File: src/rtl/lzc_norm_pkg.sv
// Shared types and constants for the iterative post-add normalizer.
package lzc_norm_pkg;

  typedef enum logic [1:0] {
    IDLE = 2'd0,
    SCAN = 2'd1,
    DONE = 2'd2
  } state_e;

  // The mantissa is examined one nibble per SCAN step.
  localparam int NIBBLE_W = 4;

  // Two guard bits let the working exponent go negative without wrapping.
  localparam int EXP_GUARD_W = 2;

  function automatic int work_exp_w(input int exp_w);
    return exp_w + EXP_GUARD_W;
  endfunction

endpackage

File: src/rtl/lzc_normalizer_seq_lzc4.sv
// 4-bit leading-zero counter: count of zeros above the first 1 (0..3);
// an all-zero nibble is flagged on is_zero instead of counted.
module leading_zero_counter_4_bit
  import lzc_norm_pkg::*;
(
  input  logic [NIBBLE_W-1:0] nibble,
  output logic [1:0]          count,
  output logic                is_zero
);

  // Priority encode from the MSB down.
  always_comb begin
    // NOTE: every output gets a default first so no path leaves it unassigned (no latch).
    count   = 2'd0;
    is_zero = 1'b0;
    casez (nibble)
      4'b1???: count = 2'd0;
      4'b01??: count = 2'd1;
      4'b001?: count = 2'd2;
      4'b0001: count = 2'd3;
      default: is_zero = 1'b1;
    endcase
  end

endmodule

File: src/rtl/lzc_normalizer_seq.sv
// Iterative post-add normalizer: strips leading zeros one nibble per cycle.
// Optional macro LZC_NORM_BYPASS_EN: inputs whose MSB is already set skip
// SCAN and complete in one cycle (same results, shorter latency).
// MANT_W must be a multiple of 4 and at least 8.
module lzc_normalizer_seq
  import lzc_norm_pkg::*;
#(
  parameter int MANT_W  = 24,
  parameter int EXP_W   = 8,
  parameter int SHIFT_W = $clog2(MANT_W + 1)
) (
  input  logic               clk,
  input  logic               rst,
  input  logic               in_valid,
  output logic               in_ready,
  input  logic [MANT_W-1:0]  in_mant,
  input  logic [EXP_W-1:0]   in_exp,
  output logic               out_valid,
  input  logic               out_ready,
  output logic [MANT_W-1:0]  out_mant,
  output logic [EXP_W-1:0]   out_exp,
  output logic [SHIFT_W-1:0] out_shift,
  output logic               out_zero,
  output logic               out_underflow
);

  localparam int WEXP_W = work_exp_w(EXP_W);

  state_e state_q, state_d;

  // Working copy, modified every SCAN step.
  logic [MANT_W-1:0]        mant_q, mant_d;
  logic signed [WEXP_W-1:0] exp_q, exp_d;
  logic [SHIFT_W-1:0]       shift_q, shift_d;

  // Result registers, only updated on entry to DONE so they stay put while invalid.
  logic [MANT_W-1:0]  out_mant_q, out_mant_d;
  logic [EXP_W-1:0]   out_exp_q, out_exp_d;
  logic [SHIFT_W-1:0] out_shift_q, out_shift_d;
  logic               out_zero_q, out_zero_d;
  logic               out_underflow_q, out_underflow_d;

  logic [1:0] lzc_count;
  logic       lzc_is_zero;

  leading_zero_counter_4_bit u_lzc4 (
    .nibble  (mant_q[MANT_W-1 -: NIBBLE_W]),
    .count   (lzc_count),
    .is_zero (lzc_is_zero)
  );

  // Final-step values when the top nibble holds the leading one.
  logic [MANT_W-1:0]        mant_fin;
  logic signed [WEXP_W-1:0] exp_fin;
  logic [SHIFT_W-1:0]       shift_fin;

  assign mant_fin  = mant_q << lzc_count;
  assign exp_fin   = exp_q - WEXP_W'(lzc_count);
  assign shift_fin = shift_q + SHIFT_W'(lzc_count);

  assign in_ready      = (state_q == IDLE);
  assign out_valid     = (state_q == DONE);
  assign out_mant      = out_mant_q;
  assign out_exp       = out_exp_q;
  assign out_shift     = out_shift_q;
  assign out_zero      = out_zero_q;
  assign out_underflow = out_underflow_q;

  // Next-state and datapath updates for IDLE -> SCAN* -> DONE.
  always_comb begin
    state_d         = state_q;
    mant_d          = mant_q;
    exp_d           = exp_q;
    shift_d         = shift_q;
    out_mant_d      = out_mant_q;
    out_exp_d       = out_exp_q;
    out_shift_d     = out_shift_q;
    out_zero_d      = out_zero_q;
    out_underflow_d = out_underflow_q;

    unique case (state_q)
      IDLE: begin
        if (in_valid) begin
          if (in_mant == '0) begin
            // Zero exponent counts as underflow, like any other result <= 0.
            out_mant_d      = '0;
            out_exp_d       = '0;
            out_shift_d     = '0;
            out_zero_d      = 1'b1;
            out_underflow_d = 1'b1;
            state_d         = DONE;
          end
`ifdef LZC_NORM_BYPASS_EN
          else if (in_mant[MANT_W-1]) begin
            out_mant_d      = in_mant;
            out_exp_d       = in_exp;
            out_shift_d     = '0;
            out_zero_d      = 1'b0;
            out_underflow_d = (in_exp == '0);
            state_d         = DONE;
          end
`endif
          else begin
            mant_d  = in_mant;
            exp_d   = WEXP_W'(in_exp);
            shift_d = '0;
            state_d = SCAN;
          end
        end
      end

      SCAN: begin
        if (lzc_is_zero) begin
          mant_d  = mant_q << NIBBLE_W;
          exp_d   = exp_q - WEXP_W'(NIBBLE_W);
          shift_d = shift_q + SHIFT_W'(NIBBLE_W);
        end else begin
          mant_d          = mant_fin;
          exp_d           = exp_fin;
          shift_d         = shift_fin;
          out_mant_d      = mant_fin;
          out_shift_d     = shift_fin;
          out_zero_d      = 1'b0;
          out_underflow_d = (exp_fin <= 0);
          out_exp_d       = (exp_fin <= 0) ? '0 : exp_fin[EXP_W-1:0];
          state_d         = DONE;
        end
      end

      DONE: begin
        if (out_ready) state_d = IDLE;
      end

      default: state_d = IDLE;
    endcase
  end

  // State and data registers with synchronous reset.
  always_ff @(posedge clk) begin
    // NOTE: non-blocking assignments so every flop samples pre-edge values.
    if (rst) begin
      // NOTE: working registers are cleared too, so an aborted operation leaves no residue.
      state_q         <= IDLE;
      mant_q          <= '0;
      exp_q           <= '0;
      shift_q         <= '0;
      out_mant_q      <= '0;
      out_exp_q       <= '0;
      out_shift_q     <= '0;
      out_zero_q      <= 1'b0;
      out_underflow_q <= 1'b0;
    end else begin
      state_q         <= state_d;
      mant_q          <= mant_d;
      exp_q           <= exp_d;
      shift_q         <= shift_d;
      out_mant_q      <= out_mant_d;
      out_exp_q       <= out_exp_d;
      out_shift_q     <= out_shift_d;
      out_zero_q      <= out_zero_d;
      out_underflow_q <= out_underflow_d;
    end
  end

endmodule
File: config.mk
export PLATFORM = sky130hd
export DESIGN_NAME = lzc_normalizer_seq
export DESIGN_NICKNAME = d
export VERILOG_FILES = /design/src/rtl/lzc_norm_pkg.sv /design/src/rtl/lzc_normalizer_seq_lzc4.sv /design/src/rtl/lzc_normalizer_seq.sv
export SDC_FILE = /design/constraint.sdc
export NUM_CORES = 1
export LEC_CHECK = 0
export CAP_MARGIN = 20
export CORE_MARGIN = 5
export CORE_UTILIZATION = 30
export DETAILED_ROUTE_END_ITERATION = 8
export PLACE_DENSITY_LB_ADDON = 0.3
export SYNTH_ARGS = -nofsm -noshare
export SYNTH_HDL_FRONTEND = slang
export SYNTH_HIERARCHICAL = 1
export SYNTH_SLANG_ARGS = --single-unit
File: constraint.sdc
create_clock -name clk -period 3.5 [get_ports clk]
set_input_delay 0.7 -clock clk [delete_from_list [all_inputs] [get_ports clk]]
set_output_delay 0.7 -clock clk [all_outputs]
set_load 0.005 [all_outputs]
==> impl_metrics.tcl, run 1 <==
set metrics [dict create \
    status "finished, final reports clean" \
    cp.required_ps 3730 \
    fin_nets 647 \
    skew_ps 7.73 \
    grt_pass1_wl_um 23100 \
    yosysTopAreaCell "dfxtp_1" \
    cts_buffer_depth 2 \
    clk_pin_slew_ps 60 \
    cts_root_buf "clkbuf_16" \
    insertion_delay_ps 340 \
    arrival_ps 3340 \
    leakagePower_uw 0.00205 \
    cts_buffers 9 \
    cp_common_cell "a21boi_0" \
    hold_buffers 0 \
    syn-num-nets 591 \
    drt_iter0_markers 301 \
    tns_ps 0 \
    grt_use_total_pct 15.7 \
    worstPathCellList "nand2b_1, a21oi_4, ha_1, inv_1, fa_1, a21boi_0, a21boi_0, and4b_1, a41oi_1, a311oi_1" \
    place_inst 801 \
    grt_max_degree 47 \
    gr-usage-met3_pct 4.62 \
    path_buf_inv 1 \
    crit_slowest_cell "dfxtp_1" \
    powerDensity_nw_per_um2 528 \
    synth_edf_count 0 \
    reg2reg_depth 10 \
    seq_area_um2 1600 \
    start_util_pct 30.7 \
    min_from "out_exp[0]" \
    area_growth_pct 28.0 \
    dr.pass1.iters 4 \
    final_core_util_pct 39.2 \
    multiInputGateArea_um2 2860 \
    rsz0062_at_grt "no" \
    yosysMostFrequentCell "dfxtp_1" \
    crit_path_max_incr_delay_ps 520 \
    hold_depth 2 \
    rrSetupSlack_ps 400 \
    synth.distinct_cells 62 \
    r2r_start "mant_q[20]" \
    cts_setup_buffers 0 \
    slew_violations 0 \
    fillers 1542 \
    met1_usage_pct 21.9 \
    critPathLaunch "mant_q[20]" \
    yosysWarnings 6 \
    syn-cell-area_um2 4680 \
    rows 45 \
    chipWidth_um 135 \
    io-pin-count 77 \
    fmax_mhz 322 \
    finalWorstSetupSlack_ps 395 \
    worstSetupStartpointType "flop" \
    gr-max-usage-layer "met2" \
    synth_top_area_share_pct 34.2 \
    synth.area.top_cells "dfxtp_1, mux4_2, nand2_1" \
    crit_family "compound AO/OA/AOI/OAI gates" \
    min_period_ps 3100 \
    cts.htree.levels 3 \
    synthArstFlopShare_pct 0 \
    preCtsSetupSlack_ps 406 \
    timing.hold.ws_ps 461 \
    place_congestion 0.899 \
    cap_violations 0 \
    slew_headroom_pct 40.7 \
    portBuffers 76 \
    hold_path_class "flop to flop" \
    layout.cells.non_filler 817 \
    die_h_um 135 \
    routedWlPerCell_um 17.6 \
    drc 0 \
    min_period_over_period_pct 88.7 \
    synth-seq-cells 80 \
    die-area_um2 18200 \
    n_antenna_cell 0 \
    critPathCaptureType "flop" \
    routed_wl_um 14400 \
    avgSynthCellArea_um2 8.58 \
    antenna_found_initial 0 \
    numClockSinks 80 \
    syn_inst 545 \
    synth_common_cells "dfxtp_1, nand2_1, a21oi_1, nor2_1" \
    vias_per_cell 5.29 \
    drive_gt1_share_pct 11.6 \
    cp_max_fo 8 \
    core_um2 15300 \
    tritoncts "built" \
    overflow 0 \
    met2_usage_pct 23.3 \
    worst_pin_slew_ps 890 \
    cp.depth 10 \
    ant_nets 0 \
    synth_ff_type "dfxtp_1" \
    dr_total_vias 4324 \
    dpl.hpwl_um 10300 \
    first_global_vias 4305 \
    seq_area_frac_synth_pct 34.2 \
    crit_type "flop to flop" \
    cts_resized 0 \
    hold_violations 0 \
    setup_violations 0 \
    ir_worst_vdd_uv 268 \
]
-- stage by stage --
stage / cell area (um^2) / total power (uW)
floorplan: 4680 / 1780
global placement: 5650 / 2080
detailed placement: 5650 / 2090
CTS: 5990 / 3180
global route: 5990 / 3330
finish: 5990 / 3160
-- where the power goes --
group,internal [uW],switching [uW]
Sequential,988,106
Clock,699,385
Combinational,446,537
Total,2130,1030
-- cell families after synthesis --
kind of cell	share of synthesized area, %
muxes	14.1
buffers and inverters	5.35
AOI/OAI and AO/OA	20.2
adders and majority gates	3.00
xor gates and xnor gates	2.06
DFF	34.2
and+or+nand+nor	21.1
-- worst paths after layout --
| kind | endpoint |
|---|---|
| max | out_underflow |
| min | out_exp[0] |
| min reg2reg | out_exp[0] |
| max reg2reg | out_underflow |
-- routing by layer --
layer	share of wire, %	vias to the layer above
met4	2.0	0
met1	46	2059
met2	44	129
met5	0	-
met3	7.8	17
li1	-	2119
-- cell type report --
type	instances	share of cell area, %
timing repair buffer	91	14.5
sequential	80	26.7
multi-input combinational	403	47.7
tap	211	4.41
clock buffer	11	3.89
inverter	16	1.00
clock inverter	5	1.73
-- worst register-to-register path: cells and delay by family (launching register included) --
kind	cells	cell delay, ps
AOI/OAI and AO/OA	5	1330
buffers and inverters	1	50
and+or+nand+nor	2	470
DFF	1	520
adders and majority gates	2	640
-- state kept, by name (all words and copies together) (netlist names) --
name           flops
exp_q             10
state_q            2
out_shift          5
mant_q            24
shift_q            5
out_exp            8
out_zero           1
out_mant          24
out_underflow      1
-- cell usage in the layout, fill, tap and decap left out, types with 11 or more instances in the layout --
cell type,count
mux4_2,18
nand3_1,30
o21ai_0,11
buf_4,15
a21oi_1,54
inv_1,16
nor2_1,30
clkdlybuf4s50_1,75
mux2i_1,22
dfxtp_1,80
o211ai_1,22
nand2_1,77
No activity file was read; power rests on OpenSTA's default activity.
==> run 2: changes to the inputs <==
CAP_MARGIN = default   (was 20)
==> results of run 2 <==
Same layout as run 1: the final DEF is identical, and so are final timing and power.
